$ cat config.mk
export PLATFORM = sky130hd
export DESIGN_NAME = uvmt_axis_st_pkt_arb
export DESIGN_NICKNAME = d
export VERILOG_FILES = /design/src/rtl/uvmt_axis_st_pkg.sv /design/src/rtl/uvmt_axis_st_rr_sel.sv /design/src/rtl/uvmt_axis_st_pkt_arb.sv
export SDC_FILE = /design/constraint.sdc
export NUM_CORES = 1
export LEC_CHECK = 0
export BUFFER_PORTS_ARGS = -buffer_cell sky130_fd_sc_hd__buf_4
export CORE_AREA = 2 2 85 87
export DETAILED_ROUTE_END_ITERATION = 16
export DIE_AREA = 0 0 87 89
export GPL_TIMING_DRIVEN = 0
export PLACE_DENSITY_LB_ADDON = 0.15
export REMOVE_ABC_BUFFERS = 1
export SLEW_MARGIN = 5
export SYNTH_ARGS = -nofsm -noshare
export SYNTH_HDL_FRONTEND = slang
export SYNTH_HIERARCHICAL = 1
export SYNTH_SLANG_ARGS = --single-unit
$ cat constraint.sdc
create_clock -name clk -period 1.73 [get_ports clk]
set_clock_uncertainty 0.05 [all_clocks]
set_input_delay 0.0865 -clock clk [delete_from_list [all_inputs] [get_ports clk]]
set_output_delay 0.0865 -clock clk [all_outputs]
set_load 0.05 [all_outputs]
$ cat src/rtl/uvmt_axis_st_pkg.sv
// Shared types and constants for the AXI-Stream packet arbiter slice.
package uvmt_axis_st_pkg;

    typedef enum logic {
        IDLE = 1'b0,
        XFER = 1'b1
    } arb_state_e;

    localparam int PKT_CNT_W = 16;

endpackage

$ cat src/rtl/uvmt_axis_st_rr_sel.sv
// Combinational round-robin picker: first requester after last_gnt, wrapping.
module uvmt_axis_st_rr_sel #(
    parameter  int NUM_SRC = 4,
    localparam int IDX_W   = $clog2(NUM_SRC)
) (
    input  logic [NUM_SRC-1:0] req,
    input  logic [IDX_W-1:0]   last_gnt,
    output logic               valid,
    output logic [IDX_W-1:0]   winner
);

    // Scan from the farthest candidate to the nearest so the nearest requester is the final assignment.
    always_comb begin
        logic [IDX_W-1:0] idx;
        valid  = 1'b0;
        winner = '0;
        idx    = '0;
        for (int k = NUM_SRC; k >= 1; k--) begin
            idx = IDX_W'((int'(last_gnt) + k) % NUM_SRC);
            if (req[idx]) begin
                valid  = 1'b1;
                winner = idx;
            end
        end
    end

endmodule

$ cat src/rtl/uvmt_axis_st_pkt_arb.sv
// Packet-granular round-robin merge of NUM_SRC AXI-Stream sources onto one master stream.
// A grant is held from the first beat until the tlast handshake, with one idle cycle for arbitration.
module uvmt_axis_st_pkt_arb
    import uvmt_axis_st_pkg::*;
#(
    parameter  int NUM_SRC    = 4,
    parameter  int DATA_WIDTH = 32,
    localparam int IDX_W      = $clog2(NUM_SRC),
    localparam int KEEP_W     = DATA_WIDTH / 8
) (
    input  logic                           clk,
    input  logic                           reset,
    input  logic [NUM_SRC-1:0]             s_tvalid,
    output logic [NUM_SRC-1:0]             s_tready,
    input  logic [NUM_SRC*DATA_WIDTH-1:0]  s_tdata,
    input  logic [NUM_SRC*KEEP_W-1:0]      s_tkeep,
    input  logic [NUM_SRC-1:0]             s_tlast,
    output logic                           m_tvalid,
    input  logic                           m_tready,
    output logic [DATA_WIDTH-1:0]          m_tdata,
    output logic [KEEP_W-1:0]              m_tkeep,
    output logic                           m_tlast,
    input  logic                           enable,
    output logic [IDX_W-1:0]               gnt_id,
    output logic                           busy,
    output logic [PKT_CNT_W-1:0]           pkt_cnt
);

    arb_state_e             state_q, state_d;
    logic [IDX_W-1:0]       gnt_q, gnt_d;
    logic [IDX_W-1:0]       last_gnt_q, last_gnt_d;
    logic [PKT_CNT_W-1:0]   pkt_cnt_q, pkt_cnt_d;
    logic                   sel_valid;
    logic [IDX_W-1:0]       sel_winner;
    logic                   xfer_active;
    logic                   last_beat;

    uvmt_axis_st_rr_sel #(
        .NUM_SRC (NUM_SRC)
    ) u_rr_sel (
        .req      (s_tvalid),
        .last_gnt (last_gnt_q),
        .valid    (sel_valid),
        .winner   (sel_winner)
    );

    // Reset gates the datapath so a packet cut short by reset loses no beat on the reset edge.
    assign xfer_active = (state_q == XFER) && !reset;

    always_comb begin
        m_tdata  = s_tdata[gnt_q*DATA_WIDTH +: DATA_WIDTH];
        m_tkeep  = s_tkeep[gnt_q*KEEP_W +: KEEP_W];
        m_tvalid = xfer_active & s_tvalid[gnt_q];
        m_tlast  = xfer_active & s_tlast[gnt_q];
        s_tready = '0;
        if (xfer_active) begin
            s_tready[gnt_q] = m_tready;
        end
    end

    assign last_beat = m_tvalid & m_tready & m_tlast;

    always_comb begin
        state_d    = state_q;
        gnt_d      = gnt_q;
        last_gnt_d = last_gnt_q;
        pkt_cnt_d  = pkt_cnt_q;
        case (state_q)
            IDLE: begin
                if (enable && sel_valid) begin
                    state_d = XFER;
                    gnt_d   = sel_winner;
                end
            end
            XFER: begin
                if (last_beat) begin
                    state_d    = IDLE;
                    last_gnt_d = gnt_q;
                    pkt_cnt_d  = pkt_cnt_q + PKT_CNT_W'(1);
                end
            end
            default: state_d = IDLE;
        endcase
    end

    // last_gnt resets to the top index so source 0 is first in line.
    always_ff @(posedge clk) begin
        if (reset) begin
            state_q    <= IDLE;
            gnt_q      <= '0;
            last_gnt_q <= IDX_W'(NUM_SRC - 1);
            pkt_cnt_q  <= '0;
        end else begin
            state_q    <= state_d;
            gnt_q      <= gnt_d;
            last_gnt_q <= last_gnt_d;
            pkt_cnt_q  <= pkt_cnt_d;
        end
    end

    assign gnt_id  = gnt_q;
    assign busy    = (state_q == XFER);
    assign pkt_cnt = pkt_cnt_q;

endmodule

; After elaboration in Yosys (flattened, before gate mapping)
; Index checks and enable logic that the tools add are counted.
[totals]
register_bits = 21
in_bits = 156
output_inout_bits = 61
elab_cells = 55
[op_classes]
n_addsub = 5
order_cmp = 6
shifts = 2
muxes = 26
bitwise_logic = 6
reduce_logical = 6
[op_table]
columns = cell, n
row1 = 128-bit by 8-bit variable part select with 32-bit output, 1
row2 = 16-bit by 1-bit adder with 16-bit output (second input constant), 1
row3 = 16-bit by 5-bit variable part select with 4-bit output, 1
row4 = 2-bit by 3-bit less-than comparator with 1-bit output (second input constant), 5
row5 = 1-bit 2-to-1 mux, 13
row6 = 1-bit binary-select mux with 2-bit select, 6
row7 = 2-bit 2-to-1 mux, 4
row8 = 2-bit by 1-bit adder with 2-bit output (second input constant), 2
row9 = 2-bit adder (second input constant), 2
row10 = 1-bit AND, 4
row11 = 4-bit AND, 1
row12 = 4-bit 2-to-1 mux, 1
row13 = 2-bit AND reduction, 2
row14 = 1-bit logical AND, 3
row15 = 1-bit demux with 2-bit select, 1
row16 = 2-bit by 1-bit greater-or-equal comparator with 1-bit output (second input constant), 1
row17 = 1-bit one-hot mux with 2 select lines, 1
row18 = 1-bit zero test, 1
row19 = 1-bit inverter, 1

; Longest topological paths before layout
; Gate-level depths: netlist (run 1).
[logic_depth]
ltp_word = 10
ltp_mapped = 6
mapped_depth_nobuf = 5

; Modules after synthesis
; The synthesis (run 1) kept the hierarchy.
[by_module_without_submodules]
columns = module, instances, cells_per_inst, area_each_um2, seq_area_each_um2
row1 = uvmt_axis_st_pkt_arb, 1, 161, 1916.8, 420.4
row2 = uvmt_axis_st_rr_sel, 1, 14, 91.3, 0.0

; Worst setup path before layout (run 1)
; Ideal clock, no wire load.
[synth_path]
kind = register to output
start = reg gnt_q[0], in the netlist gnt_id[0]
end = out s_tready[1]
t_arrival_ps = 2262
required_ps = 1593
setup_slack_ps = -669
path_stages_with_launch = 5
path_buffers = 2
path_cell_list = dfxtp_1 -> buf_4 -> buf_2 -> inv_1 -> nor3_1
[synth_via]
elab_chain_cells = 6
word_cells_on_any_way = 7
cone_classes = 2 x order compare / 3 x mux / 1 x bitwise / 1 x reduce/logical
[synth_rtl]
columns = element, line_no
row1 = from (decl), uvmt_axis_st_pkt_arb.sv:30  ; logic [IDX_W-1:0] gnt_q, gnt_d;
row2 = from (signal assigned), uvmt_axis_st_pkt_arb.sv:95  ; gnt_q <= gnt_d;
row3 = 2-bit by 3-bit less-than comparator with 1-bit output (implied by the code) or 2-bit by 1-bit greater-or-equal comparator with 1-bit output (tied branches), uvmt_axis_st_pkt_arb.sv:57  ; s_tready[gnt_q] = m_tready;
row4 = 1-bit logical AND (implied by the code), uvmt_axis_st_pkt_arb.sv:57
row5 = 1-bit 2-to-1 mux (implied by the code), uvmt_axis_st_pkt_arb.sv:57
row6 = 1-bit demux with 2-bit select (*), uvmt_axis_st_pkt_arb.sv:57
row7 = 4-bit AND (no line) (*), -
row8 = 4-bit 2-to-1 mux (*), uvmt_axis_st_pkt_arb.sv:56  ; if (xfer_active) begin
row9 = to (decl), uvmt_axis_st_pkt_arb.sv:14  ; output logic [NUM_SRC-1:0] s_tready,
; Mark *: on every way between the ends. The rest lies on a longest branch, timed or not.

; Worst setup path after layout (run 1)
[layout_path]
start = reg gnt_q[0], in the netlist gnt_id[0]
end = out m_tlast
[layout_via]
elab_chain_cells = 3
[layout_rtl]
columns = element, line_no
row1 = 1-bit binary-select mux with 2-bit select, uvmt_axis_st_pkt_arb.sv:54  ; m_tlast = xfer_active & s_tlast[gnt_q];
row2 = 1-bit 2-to-1 mux (implied by the code), uvmt_axis_st_pkt_arb.sv:54
row3 = 1-bit AND, uvmt_axis_st_pkt_arb.sv:54
row4 = to (decl), uvmt_axis_st_pkt_arb.sv:22  ; output logic m_tlast,
; No other way between the ends. The select of a mux whose other input is x is not followed.

==> flow_summary.json, run 1 <==
{
  "outcome": "finished with violations",
  "violations": "setup timing",
  "r2r_start": "gnt_id[1]",
  "peakVddDrop_uv": 331,
  "via_per_inst": 5.35,
  "slew_headroom": 0.763,
  "finish.utilization": 0.604,
  "ant_nets": 0,
  "period_needed_ns": 1.81,
  "wirelength_microns": 9880,
  "place_area_sq_um": 3680,
  "io_buffers": 216,
  "grt_busiest_layer": "met2",
  "arrival_ns": 1.68,
  "fp.dieW_microns": 87,
  "grt_pass1_vias": 2486,
  "cts_root_buffer": "clkbuf_8",
  "grt_util_met3": 0.0471,
  "drive_above_1_share": 0.733,
  "cts_sinks": 21,
  "postLayoutSetupSlackWorst_ns": -0.0848,
  "overflow": 0,
  "finalCritPeriodShare": 1.05,
  "cts_tree": "done",
  "grtUsageTotal": 0.236,
  "max-cap-violations": 0,
  "met2_usage": 0.412,
  "tightest_slew_ns": 0.355,
  "synth-main-ff-cell": "dfxtp_1",
  "place_ws_ns": -0.794,
  "worstPathRequired_ns": 1.59,
  "antennaDiodeCount": 0,
  "tns_ns": -1.19,
  "rows": 30,
  "synth-async-reset-ratio": 0,
  "min_from": "reset",
  "hold_violations": 0,
  "ys_seq_elements": 21,
  "worst-path-buf-inv": 1,
  "critPathKind": "flip-flop to output port",
  "synth-edff-count": 0,
  "holdCritPathClass": "input pin to flip-flop",
  "ctsHoldBuffers": 0,
  "die_area_sq_um": 7740,
  "grtUsageMet1": 0.291,
  "synth_cells": 175,
  "drt_iter0_markers": 77,
  "yosysSeqAreaShare": 0.209,
  "worst_setup_path_start_kind": "flip-flop",
  "end_kind": "output port",
  "place_congestion": 0.848,
  "ys_types": 41,
  "finalMaxSlewViolations": 0,
  "grt_max_degree": 26,
  "pin_count": 217,
  "routedWlPerCell_microns": 20.6,
  "start_util": 0.299,
  "syn_to_final_growth_pct": 102,
  "rsz0062_at_grt": "yes",
  "antenna_found_initial": 0,
  "crit_path_top_delay_cell": "mux4_2",
  "core-area_sq_um": 6720,
  "yosysWarnings": 6,
  "hpwl_microns": 7920,
  "slowest_delay_ns": 0.65,
  "cts_max_path_buffers": 2,
  "path_delay_family": "multiplexers",
  "total_power_uw": 1990,
  "clkTransAtPathRegs_ns": 0.08,
  "design_area_sq_um": 4060,
  "fmax_ghz": 0.551,
  "synth_area_per_cell_sq_um": 11.5,
  "clk_latency_ns": 0.26,
  "finalSetupViolCount": 47,
  "vias": 2569,
  "htree_levels": 1,
  "grt_pass1_wl_microns": 13600,
  "syn_area_sq_um": 2010,
  "setup.worst_path.start": "gnt_id[0]",
  "nNetsFinal": 558,
  "drc": 0,
  "crit_chain": "mux4_2 > and2_4 > buf_6",
  "die_h_microns": 89,
  "p_per_area_nw_per_um2": 490,
  "firstDrtPassIters": 4,
  "leakagePower_uw": 0.00182,
  "numCtsBuffers": 3,
  "cp_max_fo": 7
}
[cells in the final DEF (no fill, tap or decap), drive strengths merged, types with 5 or more instances in the layout]
master / n
a21oi: 15
or4: 6
mux4: 38
buf: 233
nand4: 5
nor2: 13
o31ai: 6
nand3: 6
nand2: 7
dfxtp: 21
[routing by layer]
metal | vias to the layer above | routed length (microns)
met1 | 1240 | 3800
met4 | 0 | 269
met2 | 133 | 4970
li1 | 1176 | -
met3 | 20 | 842
met5 | - | 0
[cells by family (layout without fill, tap and decap cells)]
group / count (synthesis) / after routing / share of synthesized area
flip-flops: 21 / 21 / 0.209
AO/OA/AOI/OAI: 28 / 28 / 0.0866
AND/OR/NAND/NOR: 60 / 61 / 0.184
buffers and inverters: 18 / 242 / 0.0424
XOR/XNOR: 4 / 4 / 0.0174
adder cells (fa/ha/maj): 1 / 1 / 0.00623
multiplexers: 43 / 43 / 0.454
[path summary, 6_finish.rpt]
kind,end,slack (ns),cells after the start
max,m_tlast,-0.08,3
min,pkt_cnt[9],0.12,2
max reg2reg,pkt_cnt[13],-0.08,5
min reg2reg,pkt_cnt[12],0.45,2
[where the power goes]
group / switching (uW) / leakage (uW) / internal, uW
Clock: 166 / 0.0000228 / 165
Sequential: 11.7 / 0.000171 / 488
Combinational: 594 / 0.00162 / 566
Total: 771 / 0.00182 / 1220
[synthesized netlist by cell type, drive strengths merged (2+ instances only)]
cell	instances	area share
nor2b	2	0.0062
xor2	3	0.013
nor2	13	0.024
inv	4	0.0075
mux4	38	0.43
nand3	6	0.024
and3	2	0.0062
o31ai	6	0.022
or4	6	0.022
nand2b	3	0.0093
nand4	4	0.016
and4	2	0.0087
a21oi	15	0.039
nor3	2	0.0050
and2	4	0.012
or3	3	0.0093
mux2i	4	0.020
buf	8	0.024
clkbuf	6	0.011
nand2	7	0.013
o21ai	4	0.010
dfxtp	21	0.21
[stage by stage]
| stage | cells | hold slack [ns] |
|---|---|---|
| 6_report | 480 | 0.123 |
| 5_1_grt | 480 | 0.145 |
| 4_1_cts | 476 | 0.119 |
| 3_5_place_dp | 458 | 0.396 |
| 3_3_place_gp | 457 | 0.390 |
| 2_1_floorplan | 161 | 0.106 |
[state kept, by name, summed over array words and instances, names as in the netlist]
| name | flops |
|---|---|
| last_gnt_q | 2 |
| busy | 1 |
| pkt_cnt | 16 |
| gnt_id | 2 |
[final cells by class]
class                   count  area [sq um]
clock buffers               4          45.0
fillers                   608          2660
inverters                   4          15.0
multi-input cells         137          1570
flip-flops and latches     21           428
well taps                  80           100
repair buffers            234          1900
[worst reg2reg max path: stages (launching register included)]
cell and delay (ns):
dfxtp_4 0.36, buf_12 0.15, mux4_2 0.38, nand4_4 0.20
or4_1 0.44, a21oi_1 0.15
[repair_timing]
action                                  CTS  global route
cloned                                    2             0
buffers inserted                         12             4
gates resized for setup                  29             6
endpoints found under the setup margin   60            57
endpoints found under the hold margin     0             0
pin swaps                                 7             4
Note: power is estimated with default switching activity, not from simulation.
==> run 2, diff against run 1 <==
--- a/config.mk
+++ b/config.mk
@@ -6,9 +6,9 @@
 export NUM_CORES = 1
 export LEC_CHECK = 0
 export BUFFER_PORTS_ARGS = -buffer_cell sky130_fd_sc_hd__buf_4
-export CORE_AREA = 2 2 85 87
+export CORE_AREA = 2 2 83 85
 export DETAILED_ROUTE_END_ITERATION = 16
-export DIE_AREA = 0 0 87 89
+export DIE_AREA = 0 0 85 87
 export GPL_TIMING_DRIVEN = 0
 export PLACE_DENSITY_LB_ADDON = 0.15
 export REMOVE_ABC_BUFFERS = 1
==> constraint.sdc (replaced) <==
create_clock -name clk -period 2.2 [get_ports clk]
set_clock_uncertainty 0.05 [all_clocks]
set_input_delay 0.11 -clock clk [delete_from_list [all_inputs] [get_ports clk]]
set_output_delay 0.11 -clock clk [all_outputs]
set_load 0.05 [all_outputs]
==> run 2 against run 1 <==
Against the previous run:
- the run now ends clean
- utilization shrank 2.3 points
- critical endpoint is now pkt_cnt[11]
- largest cell class unchanged
- clock power is 23% lower
- total power is 25% lower
- largest power group unchanged
- design area decreased by 6.0%
==> flow_summary.json, run 2 (synthesized netlist as in run 1, its figures left out) <==
{
  "cts_root_buffer": "clkbuf_8",
  "htree_levels": 1,
  "mostFrequentLayoutCells": "buf_4, mux4_2, dfxtp_1",
  "numCtsBuffers": 3,
  "grt_pass1_vias": 2443,
  "placed_cells": 458,
  "ant_nets": 0,
  "antenna_found_initial": 0,
  "finalCritPeriodShare": 0.924,
  "tightest_slew_ns": 0.366,
  "ctsHoldBuffers": 0,
  "largest_reg_flops": 16,
  "clkTransAtPathRegs_ns": 0.08,
  "die_h_microns": 87,
  "place_area_sq_um": 3680,
  "cts_sinks": 21,
  "via_per_inst": 5.33,
  "grt_max_degree": 30,
  "grt_pass1_wl_microns": 13600,
  "drt_iter0_markers": 86,
  "end_kind": "flip-flop",
  "drc": 0,
  "max-cap-violations": 0,
  "peakVddDrop_uv": 384,
  "worst_setup_path_start_kind": "flip-flop",
  "finalSetupViolCount": 0,
  "nNetsFinal": 546,
  "place_congestion": 0.804,
  "firstDrtPassIters": 5,
  "hpwl_microns": 7610,
  "p_per_area_nw_per_um2": 393,
  "critPathKind": "flip-flop to flip-flop",
  "mostFrequentLayoutCell": "buf_4",
  "pin_count": 217,
  "outcome": "finished clean",
  "finalMaxSlewViolations": 0,
  "die_area_sq_um": 7400,
  "fp.dieW_microns": 85,
  "cts_tree": "done",
  "holdCritPathClass": "input pin to flip-flop",
  "rsz0062_at_grt": "no",
  "fmax_ghz": 0.492,
  "vias": 2495,
  "start_util": 0.306,
  "routedWlPerCell_microns": 19.7,
  "leakagePower_uw": 0.00172,
  "io_buffers": 216,
  "antennaDiodeCount": 0,
  "timing.hold.ws_ns": 0.146,
  "finalNonFillerCells": 468,
  "slew_headroom": 0.756,
  "cts_max_path_buffers": 2,
  "arrival_ns": 2.18,
  "overflow": 0,
  "cp_max_fo": 29,
  "period_needed_ns": 2.03,
  "drive_above_1_share": 0.706,
  "core-area_sq_um": 6570,
  "worstPathRequired_ns": 2.35,
  "rows": 30,
  "grtUsageTotal": 0.237,
  "clk_latency_ns": 0.26,
  "design_area_sq_um": 3820,
  "syn_to_final_growth_pct": 90.0,
  "hold_violations": 0,
  "wirelength_microns": 9210
}
==> run 2: cell types whose count changed in the layout (fill, tap and decap cells not counted), sizes merged <==
cell	before	now
bufbuf	1	0
buf	233	223
clkinv	0	1
nand4	5	4
clkbuf	4	3
==> run 2: area by class of cell <==
type | instances | area (sq um)
Clock inverter | 1 | 5.00
Fill cell | 590 | 2750
Tap cell | 80 | 100
Sequential cell | 21 | 428
Timing Repair Buffer | 223 | 1710
Clock buffer | 3 | 41.3
Multi-Input combinational cell | 136 | 1520
Inverter | 4 | 15.0
==> run 2: routing by layer <==
layer | part of all wire | GRT usage | vias to the layer above
met4 | 0.016 | 0.0519 | 0
met3 | 0.083 | 0.0332 | 16
met1 | 0.39 | 0.308 | 1207
met5 | 0 | 0 | -
li1 | - | - | 1142
met2 | 0.51 | 0.422 | 130
==> run 2: repair_timing <==
action	CTS	global route
endpoints found under the setup margin	16	5
buffers inserted	2	4
gates resized for setup	1	2
==> run 2: metrics by stage <==
step                      power (uW)  setup slack (ns)  utilization  setup TNS, ns
after floorplan                  862             -1.43            -         -61.54
after global placement          1230             -1.79        0.557         -74.72
after detailed placement        1240            -0.307        0.561          -1.79
after CTS                       1510           0.00572        0.574              0
after global routing            1560           0.00680        0.581              0
final                           1500             0.167        0.581              0
==> run 2: power by group <==
group	total (uW)	switching, uW	internal (uW)	leakage (uW)
Combinational	845	439	405	0.00152
Clock	253	127	126	0.0000255
Sequential	402	18.4	384	0.000171
==> run 2: final timing paths <==
kind	slack (ns)	to	cells past startpoint	from
hold reg to reg	0.45	pkt_cnt[13]	2	pkt_cnt[13]
hold / removal	0.15	pkt_cnt[6]	2	reset
setup reg to reg	0.17	pkt_cnt[11]	5	gnt_id[1]
setup / recovery	0.17	pkt_cnt[11]	5	gnt_id[1]
==> run 2: worst max-delay path, stage by stage, from the launching register on <==
cell and delay, ns:
dfxtp_4 0.50, buf_12 0.23, mux4_2 0.34, nand4_4 0.23, or4_1 0.45, a21oi_1 0.15
